## src/rtl/huffman_packer.sv

```systemverilog
// huffman_packer
//   Packs variable-length codes (1..64 bits, right-justified in `code`) into a
//   continuous MSB-first bit stream and emits it as bytes, one per cycle.
//   When the message's last code has drained, any partial byte is zero-padded
//   and flagged with last_packet.
//
// Ports
//   clk             rising-edge clock
//   n_rst           asynchronous reset, active-high (1 = reset)
//   code_done       code valid; a code is taken on its rising edge while idle
//   last_char       sampled with the code; this code ends the message
//   code[63:0]      code value in code[bits-1:0]
//   bits[6:0]       code length 0..64; larger values are treated as 64
//   input_enable    packer idle and ready for a new code
//   packet_done     one-cycle strobe: compressed_data holds a new byte
//   last_packet     one-cycle strobe marking the final byte of the message
//   compressed_data output byte, first stream bit in bit 7
module huffman_packer (
    input  logic        clk,
    input  logic        n_rst,
    input  logic        code_done,
    input  logic        last_char,
    input  logic [63:0] code,
    input  logic [6:0]  bits,
    output logic        input_enable,
    output logic        packet_done,
    output logic        last_packet,
    output logic [7:0]  compressed_data
);

    typedef enum logic {IDLE, DRAIN} state_t;

    state_t      state;
    logic [70:0] buffer;          // valid bits are buffer[count-1:0], oldest at count-1
    logic [6:0]  count;
    logic        last_flag;
    logic        code_done_prev;
    logic        byte_sent;       // at least one byte emitted since the last accept

    logic [6:0]  bits_eff;
    logic [63:0] code_masked;
    logic [7:0]  pad_byte;
    logic        accept;

    function automatic logic [63:0] len_mask(input logic [6:0] len);
        if (len >= 7'd64) return '1;
        return (64'd1 << len[5:0]) - 64'd1;
    endfunction

    always_comb begin
        bits_eff    = (bits > 7'd64) ? 7'd64 : bits;
        code_masked = code & len_mask(bits_eff);
        // Left-align the 1..7 leftover bits, zero-filling the low end.
        pad_byte    = buffer[7:0] << (4'd8 - count[3:0]);
        accept      = (state == IDLE) && code_done && !code_done_prev;
    end

    always_ff @(posedge clk or posedge n_rst) begin
        if (n_rst) begin
            state           <= IDLE;
            buffer          <= '0;
            count           <= '0;
            last_flag       <= 1'b0;
            code_done_prev  <= 1'b0;
            byte_sent       <= 1'b0;
            input_enable    <= 1'b1;
            packet_done     <= 1'b0;
            last_packet     <= 1'b0;
            compressed_data <= 8'h00;
        end else begin
            code_done_prev <= code_done;
            packet_done    <= 1'b0;
            last_packet    <= 1'b0;

            if (state == IDLE) begin
                if (accept) begin
                    buffer       <= (buffer << bits_eff) | {7'd0, code_masked};
                    count        <= count + bits_eff;
                    last_flag    <= last_char;
                    byte_sent    <= 1'b0;
                    state        <= DRAIN;
                    input_enable <= 1'b0;
                end
            end else begin
                if (count >= 7'd8) begin
                    compressed_data <= buffer[count - 7'd1 -: 8];
                    packet_done     <= 1'b1;
                    count           <= count - 7'd8;
                    byte_sent       <= 1'b1;
                    // Message ends exactly on a byte boundary: flag this byte
                    // and leave an empty buffer for the next stream.
                    if (last_flag && count == 7'd8) begin
                        last_packet <= 1'b1;
                        last_flag   <= 1'b0;
                        buffer      <= '0;
                    end
                end else if (!last_flag) begin
                    // Leftover bits stay in the buffer for the next code.
                    state        <= IDLE;
                    input_enable <= 1'b1;
                end else if (count != 7'd0) begin
                    compressed_data <= pad_byte;
                    packet_done     <= 1'b1;
                    last_packet     <= 1'b1;
                    buffer          <= '0;
                    count           <= '0;
                    last_flag       <= 1'b0;
                    state           <= IDLE;
                    input_enable    <= 1'b1;
                end else begin
                    // Empty buffer at end of message: a bare last_packet marker,
                    // unless a byte already carried it.
                    last_packet  <= !byte_sent;
                    last_flag    <= 1'b0;
                    state        <= IDLE;
                    input_enable <= 1'b1;
                end
            end
        end
    end

endmodule

```

## config.mk

```make
export PLATFORM = sky130hd
export DESIGN_NAME = huffman_packer
export DESIGN_NICKNAME = d
export VERILOG_FILES = /design/src/rtl/huffman_packer.sv
export SDC_FILE = /design/constraint.sdc
export NUM_CORES = 1
export LEC_CHECK = 0
export CAP_MARGIN = 20
export CORE_UTILIZATION = 40
export CTS_BUF_LIST = sky130_fd_sc_hd__clkbuf_8
export CTS_CLUSTER_DIAMETER = 80
export DETAILED_ROUTE_END_ITERATION = 8
export SLEW_MARGIN = 20
export SYNTH_ARGS = -nofsm -noshare
export SYNTH_HDL_FRONTEND = slang
export SYNTH_SLANG_ARGS = --single-unit
```

## constraint.sdc

```tcl
create_clock -name clk -period 4.5 [get_ports clk]
set_input_delay 1.35 -clock clk [delete_from_list [all_inputs] [get_ports clk]]
set_output_delay 1.35 -clock clk [all_outputs]
set_load 0.01 [all_outputs]
```

Word-level counts from Yosys, hierarchy flattened

Index checks and enable logic that the tools add are counted.

Equality and inequality tests: 6
$add $sub $neg: 5
Shift-type cells: 4
Magnitude comparators: 3
Reduce and logical (&&, ||, !) cells: 15
Multiplexer cells: 39
Bitwise gates (word level): 3

Operator list:

| cell                    | count |
|---|---|
| $mux W71                | 6 |
| $mux W64                | 2 |
| $shiftx A78 B8 Y8       | 1 |
| $or A71 B64 Y71         | 1 |
| $shl A71 B7 Y71         | 1 |
| $and A64 B64 Y64        | 1 |
| $shl A1 B6 Y64 const A  | 1 |
| $sub A64 B1 Y64 const B | 1 |
| $mux W7                 | 6 |
| $mux W8                 | 3 |
| $mux W1                 | 22 |
| $shl A8 B4 Y8           | 1 |
| $add A7 B7 Y7           | 1 |
| $eq A7 B4 Y1 const B    | 1 |
| $ge A7 B4 Y1 const B    | 1 |
| $ge A7 B7 Y1 const B    | 1 |
| $gt A7 B7 Y1 const B    | 1 |
| $reduce_bool A7 Y1      | 1 |
| $sub A7 B1 Y7 const B   | 1 |
| $sub A7 B4 Y7 const B   | 1 |
| $ne A3 B1 Y1 const B    | 2 |
| $reduce_and A2 Y1       | 3 |
| $reduce_and A3 Y1       | 2 |
| $reduce_bool A2 Y1      | 3 |
| other kinds (8)         | 11 |

Logic and storage cells: 85
Flip-flop bits (word level): 93
Bits of input ports: 75
Output and inout port bits: 11

Longest topological paths before layout

Gate-level depths: netlist of run 1.

Depth in word-level cells: 9
Gate-level depth with buffers: 17
Depth with buffers taken out: 12

Worst setup path after synthesis of run 1

OpenSTA, ideal clock, no wires.

Path type: input to register
Start: in bits[6]
End: reg buffer[34]
Stages on the path: 14
Setup time: 0.135 ns
Arrival time: 4.333 ns
Path buffers: 6
Setup slack: 0.032 ns
Data required time: 4.365 ns
Cell sequence: clkbuf_1 > clkbuf_1 > clkbuf_1 > buf_1 > clkbuf_1 > buf_1 > a31oi_1 > ha_1 > o221a_2 > o21ai_1 > nor3_1 > a221o_1 > a41oi_1 > o21ai_0

Cells in the longest elaborated chain, start to end: 9
Elaborated cells on any way between the ends: 12
Classes of those cells: add/sub (1); order compare (2); shift (2); mux (5); bitwise (2)

RTL lines:

| element                                        | RTL line | source |
|---|---|---|
| start: declaration                             | 24       | `input logic [6:0] bits,` |
| $gt A7 B7 Y1                                   | 51       | `bits_eff = (bits > 7'd64) ? 7'd64 : bits;` |
| $mux W7 *                                      | 51       |  |
| $shl A1 B6 Y64 or $ge A7 B7 Y1 (tied branches) | 47, 46   |  |
| $sub A64 B1 Y64 or $mux W1 (tied branches)     | 47, 46   |  |
| $mux W64                                       | 47       | `return (64'd1 << len[5:0]) - 64'd1;` |
| $and A64 B64 Y64                               | 52       | `code_masked = code & len_mask(bits_eff);` |
| $or A71 B64 Y71 *                              | 77       | `buffer <= (buffer << bits_eff) \| {7'd0, code_masked};` |
| $mux W71 *                                     | 76       | `if (accept) begin` |
| $mux W71 *                                     | 75       | `if (state == IDLE) begin` |
| end signal: assignment                         | 77       |  |
| end: declaration                               | 34       | `logic [70:0] buffer;` |

Mark *: on every way between the ends. The rest lies on a longest branch, timed or not. The select of a mux whose other input is x is not followed.
A chain may end at the register's enable or synchronous reset.

Worst setup path after layout of run 1

Start: in bits[1]
End: reg buffer[64]

Cells in the longest elaborated chain, start to end: 6

RTL lines:

| element           | RTL line |
|---|---|
| $gt A7 B7 Y1      | 51 |
| $mux W7 *         | 51 |
| $shl A71 B7 Y71 * | 77 |
| $or A71 B64 Y71 * | 77 |
| $mux W71 *        | 76 |
| $mux W71 *        | 75 |

Marked as above.

==> results of run 1 <==
-- cell type report --
class	count	area [µm²]
diodes	1	2.50
flip-flops and latches	93	2330
clock buffers	10	138
repair buffers	264	2340
multi-input cells	1516	11200
clock inverters	5	60.1
well taps	461	577
inverters	38	145
fillers	3629	18800
-- cells by family after synthesis --
family,synth area share [%]
buffers and inverters,7.41
flip-flops,16.0
multiplexers,25.5
XOR/XNOR,1.55
adder cells (fa/ha/maj),0.912
AO/OA/AOI/OAI,28.5
AND/OR/NAND/NOR,20.1
-- state kept, by name, summed over array words and instances, names as in the netlist --
register         flops
buffer              71
compressed_data      8
input_enable         1
count                7
packet_done          1
byte_sent            1
last_flag            1
state                1
last_packet          1
code_done_prev       1
-- worst max-delay path by stage --
| stage | from | endpoint | slack, ps | cells past startpoint |
|---|---|---|---|---|
| 6_report | bits[1] | buffer[64]$_DFFE_PP0P_ | 180 | 9 |
| 5_1_grt | bits[1] | buffer[64]$_DFFE_PP0P_ | 260 | 9 |
| 4_1_cts | bits[1] | buffer[64]$_DFFE_PP0P_ | 470 | 9 |
| 3_5_place_dp | bits[1] | buffer[64]$_DFFE_PP0P_ | 50 | 9 |
| 3_3_place_gp | bits[1] | buffer[64]$_DFFE_PP0P_ | 80 | 9 |
| 2_1_floorplan | bits[6] | buffer[34]$_DFFE_PP0P_ | 30 | 14 |
-- metrics by stage --
| stage | util (%) | hold WS (ps) | cells | instance area [µm²] | power [mW] |
|---|---|---|---|---|---|
| 6_report | 47.2 | 495 | 2388 | 16800 | 12.1 |
| 5_1_grt | 47.2 | 557 | 2387 | 16800 | 12.6 |
| 4_1_cts | 47.2 | 500 | 2387 | 16800 | 11.8 |
| 3_5_place_dp | 46.6 | 472 | 2372 | 16600 | 11.1 |
| 3_3_place_gp | 46.6 | 471 | 2372 | 16600 | 11.1 |
| 2_1_floorplan | - | 447 | 1873 | 14500 | 7.95 |
-- synthesized netlist by cell type (37+ instances only) --
cell	instances
o211ai_1	50
dfrtp_1	92
nand3_1	68
a21oi_1	104
clkbuf_1	153
o21ai_0	123
a211oi_1	45
buf_2	37
mux2_2	44
nor2_1	115
nand2_1	225
mux2i_1	173
mux4_2	62
-- critical path: stages --
cell and delay, ps:
buf_2 370, or4b_1 560, buf_4 310, nor2_1 60
nor4_1 750, o21ai_0 360, a221o_1 400, and2_1 200
o31ai_1 270
-- power by group through the flow --
| stage | logic, mW | registers [mW] | clock network (mW) |
|---|---|---|---|
| after CTS | 8.75 | 2.40 | 0.655 |
| after floorplan | 6.47 | 1.48 | 0 |
| final | 8.97 | 2.51 | 0.656 |
| after detailed placement | 8.72 | 2.42 | 0 |
| after global routing | 9.46 | 2.49 | 0.676 |
| after global placement | 8.66 | 2.41 | 0 |
-- metal layers --
| metal | track usage (%) | vias up |
|---|---|---|
| met5 | 0 | - |
| li1 | - | 7253 |
| met3 | 10.6 | 334 |
| met4 | 28.9 | 4 |
| met2 | 68.9 | 1437 |
| met1 | 58.7 | 8488 |
==> impl_metrics.tcl, run 1 <==
set metrics [dict create \
    outcome "finished with violations" \
    failed_checks "DRC" \
    wl_met2_mm 36.8 \
    avgSynthCellArea_um2 7.76 \
    rsz0062_at_grt "false" \
    routed-wl-met3_mm 9.97 \
    dr.pass1.iters 8 \
    clock_path_buffers 2 \
    setup_viol 0 \
    p_sw_share_pct 55.5 \
    critPathMaxFanout 14 \
    viasPerCell 7.34 \
    critPathArrivalTime_ps 4640 \
    start_kind "primary input" \
    holdCritPathClass "reg2reg" \
    syn-cell-area_um2 14500 \
    ant_nets 0 \
    cts_setup_buffers 0 \
    power_frac_seq_pct 20.7 \
    syn_inst 1873 \
    synth_seq_cells 93 \
    grt_pass1_wl_mm 120 \
    h-tree-depth 3 \
    synth.top_cells.by_area "dfrtp_1, mux2i_1, mux4_2" \
    die_x_um 193 \
    synth_top_area_share_pct 15.8 \
    crit_type "in2reg" \
    max-slew-margin-rel_pct 34.9 \
    cts_tree "yes" \
    yosys.area.top_type "dfrtp_1" \
    fin_nets 2007 \
    wl_met1_mm 32.8 \
    antenna_found_initial 4 \
    grt_use_total_pct 45.7 \
    place_hpwl_mm 65.1 \
    p_per_area_nw_per_um2 721 \
    p_int_mw 5.40 \
    skew_ps 23.5 \
    cts_inserted_buffers 9 \
    worst_slew_pin_slew_ps 968 \
    maxCapViolations 0 \
    drt_wl_total_mm 85.8 \
    finalCritPeriodShare_pct 96.0 \
    place_ws_ps 48.0 \
    grt_max_degree 63 \
    start_util_pct 40.8 \
    synth_flop_cell "dfrtp_1" \
    area_growth_syn_to_layout_pct 15.7 \
    ys_types 84 \
    worstHoldEndpoint "byte_sent$_DFFE_PP0P_" \
    rr_endpoint "compressed_data[5]$_DFFE_PP0P_" \
    clk_latency_ps 420 \
    power_switching_mw 6.73 \
    wl_per_cell_um 35.9 \
    slew_violations 0 \
    syn_nets 1958 \
    tns_ps 0 \
    worstReg2RegStart "count[1]$_DFFE_PP0P_" \
    die_h_um 193 \
    grt_pass1_vias 16500 \
    yosysWarnings 0 \
    cp-end-kind "register" \
    root_buffer "clkbuf_8" \
    synth-edff-count 0 \
    r2r_cells 8 \
    peakVddDrop_uv 484 \
    final_common_cell "nand2_1" \
    overflow 0 \
    drtIter0Drc 2757 \
    setup_slack_ps 181 \
    drc_errors 8 \
    required_ps 4820 \
    synth-async-reset-ratio_pct 100 \
    finalHoldViolations 0 \
    core_area_um2 35700 \
    ctsResizeCount 0 \
    hold_depth 2 \
    drive_gt1_share_pct 18.8 \
    dieArea_um2 37100 \
    io_buffer_count 85 \
    hold_start "byte_sent$_DFFE_PP0P_" \
    top_layer "met5" \
    pin_count 86 \
    clkPwrFrac_pct 5.4 \
    synth-seq-area-share_pct 16.0 \
    fmax_mhz 232 \
    cts_hold_buf 0 \
    p_leak_nw 6.73 \
    cts_num_sinks 93 \
    r2r_slack_ps 860 \
    clk_pin_slew_ps 120 \
    combPwrFrac_pct 73.9 \
    num_vias 17500 \
    gp_congestion 1.04 \
    layout_common_cells "nand2_1, mux2i_1, buf_4" \
    core.rowCount 69 \
    fin_crit_ps 4320 \
]
No activity file was read; power rests on OpenSTA's default activity.
==> inputs of run 2 (changes only) <==
--- a/config.mk
+++ b/config.mk
@@ -10,6 +10,7 @@
 export CTS_BUF_LIST = sky130_fd_sc_hd__clkbuf_8
 export CTS_CLUSTER_DIAMETER = 80
 export DETAILED_ROUTE_END_ITERATION = 8
+export SKIP_LAST_GASP = 1
 export SLEW_MARGIN = 20
 export SYNTH_ARGS = -nofsm -noshare
 export SYNTH_HDL_FRONTEND = slang
==> results of run 2 <==
No change in the layout: final DEF, timing and power equal those of run 1.
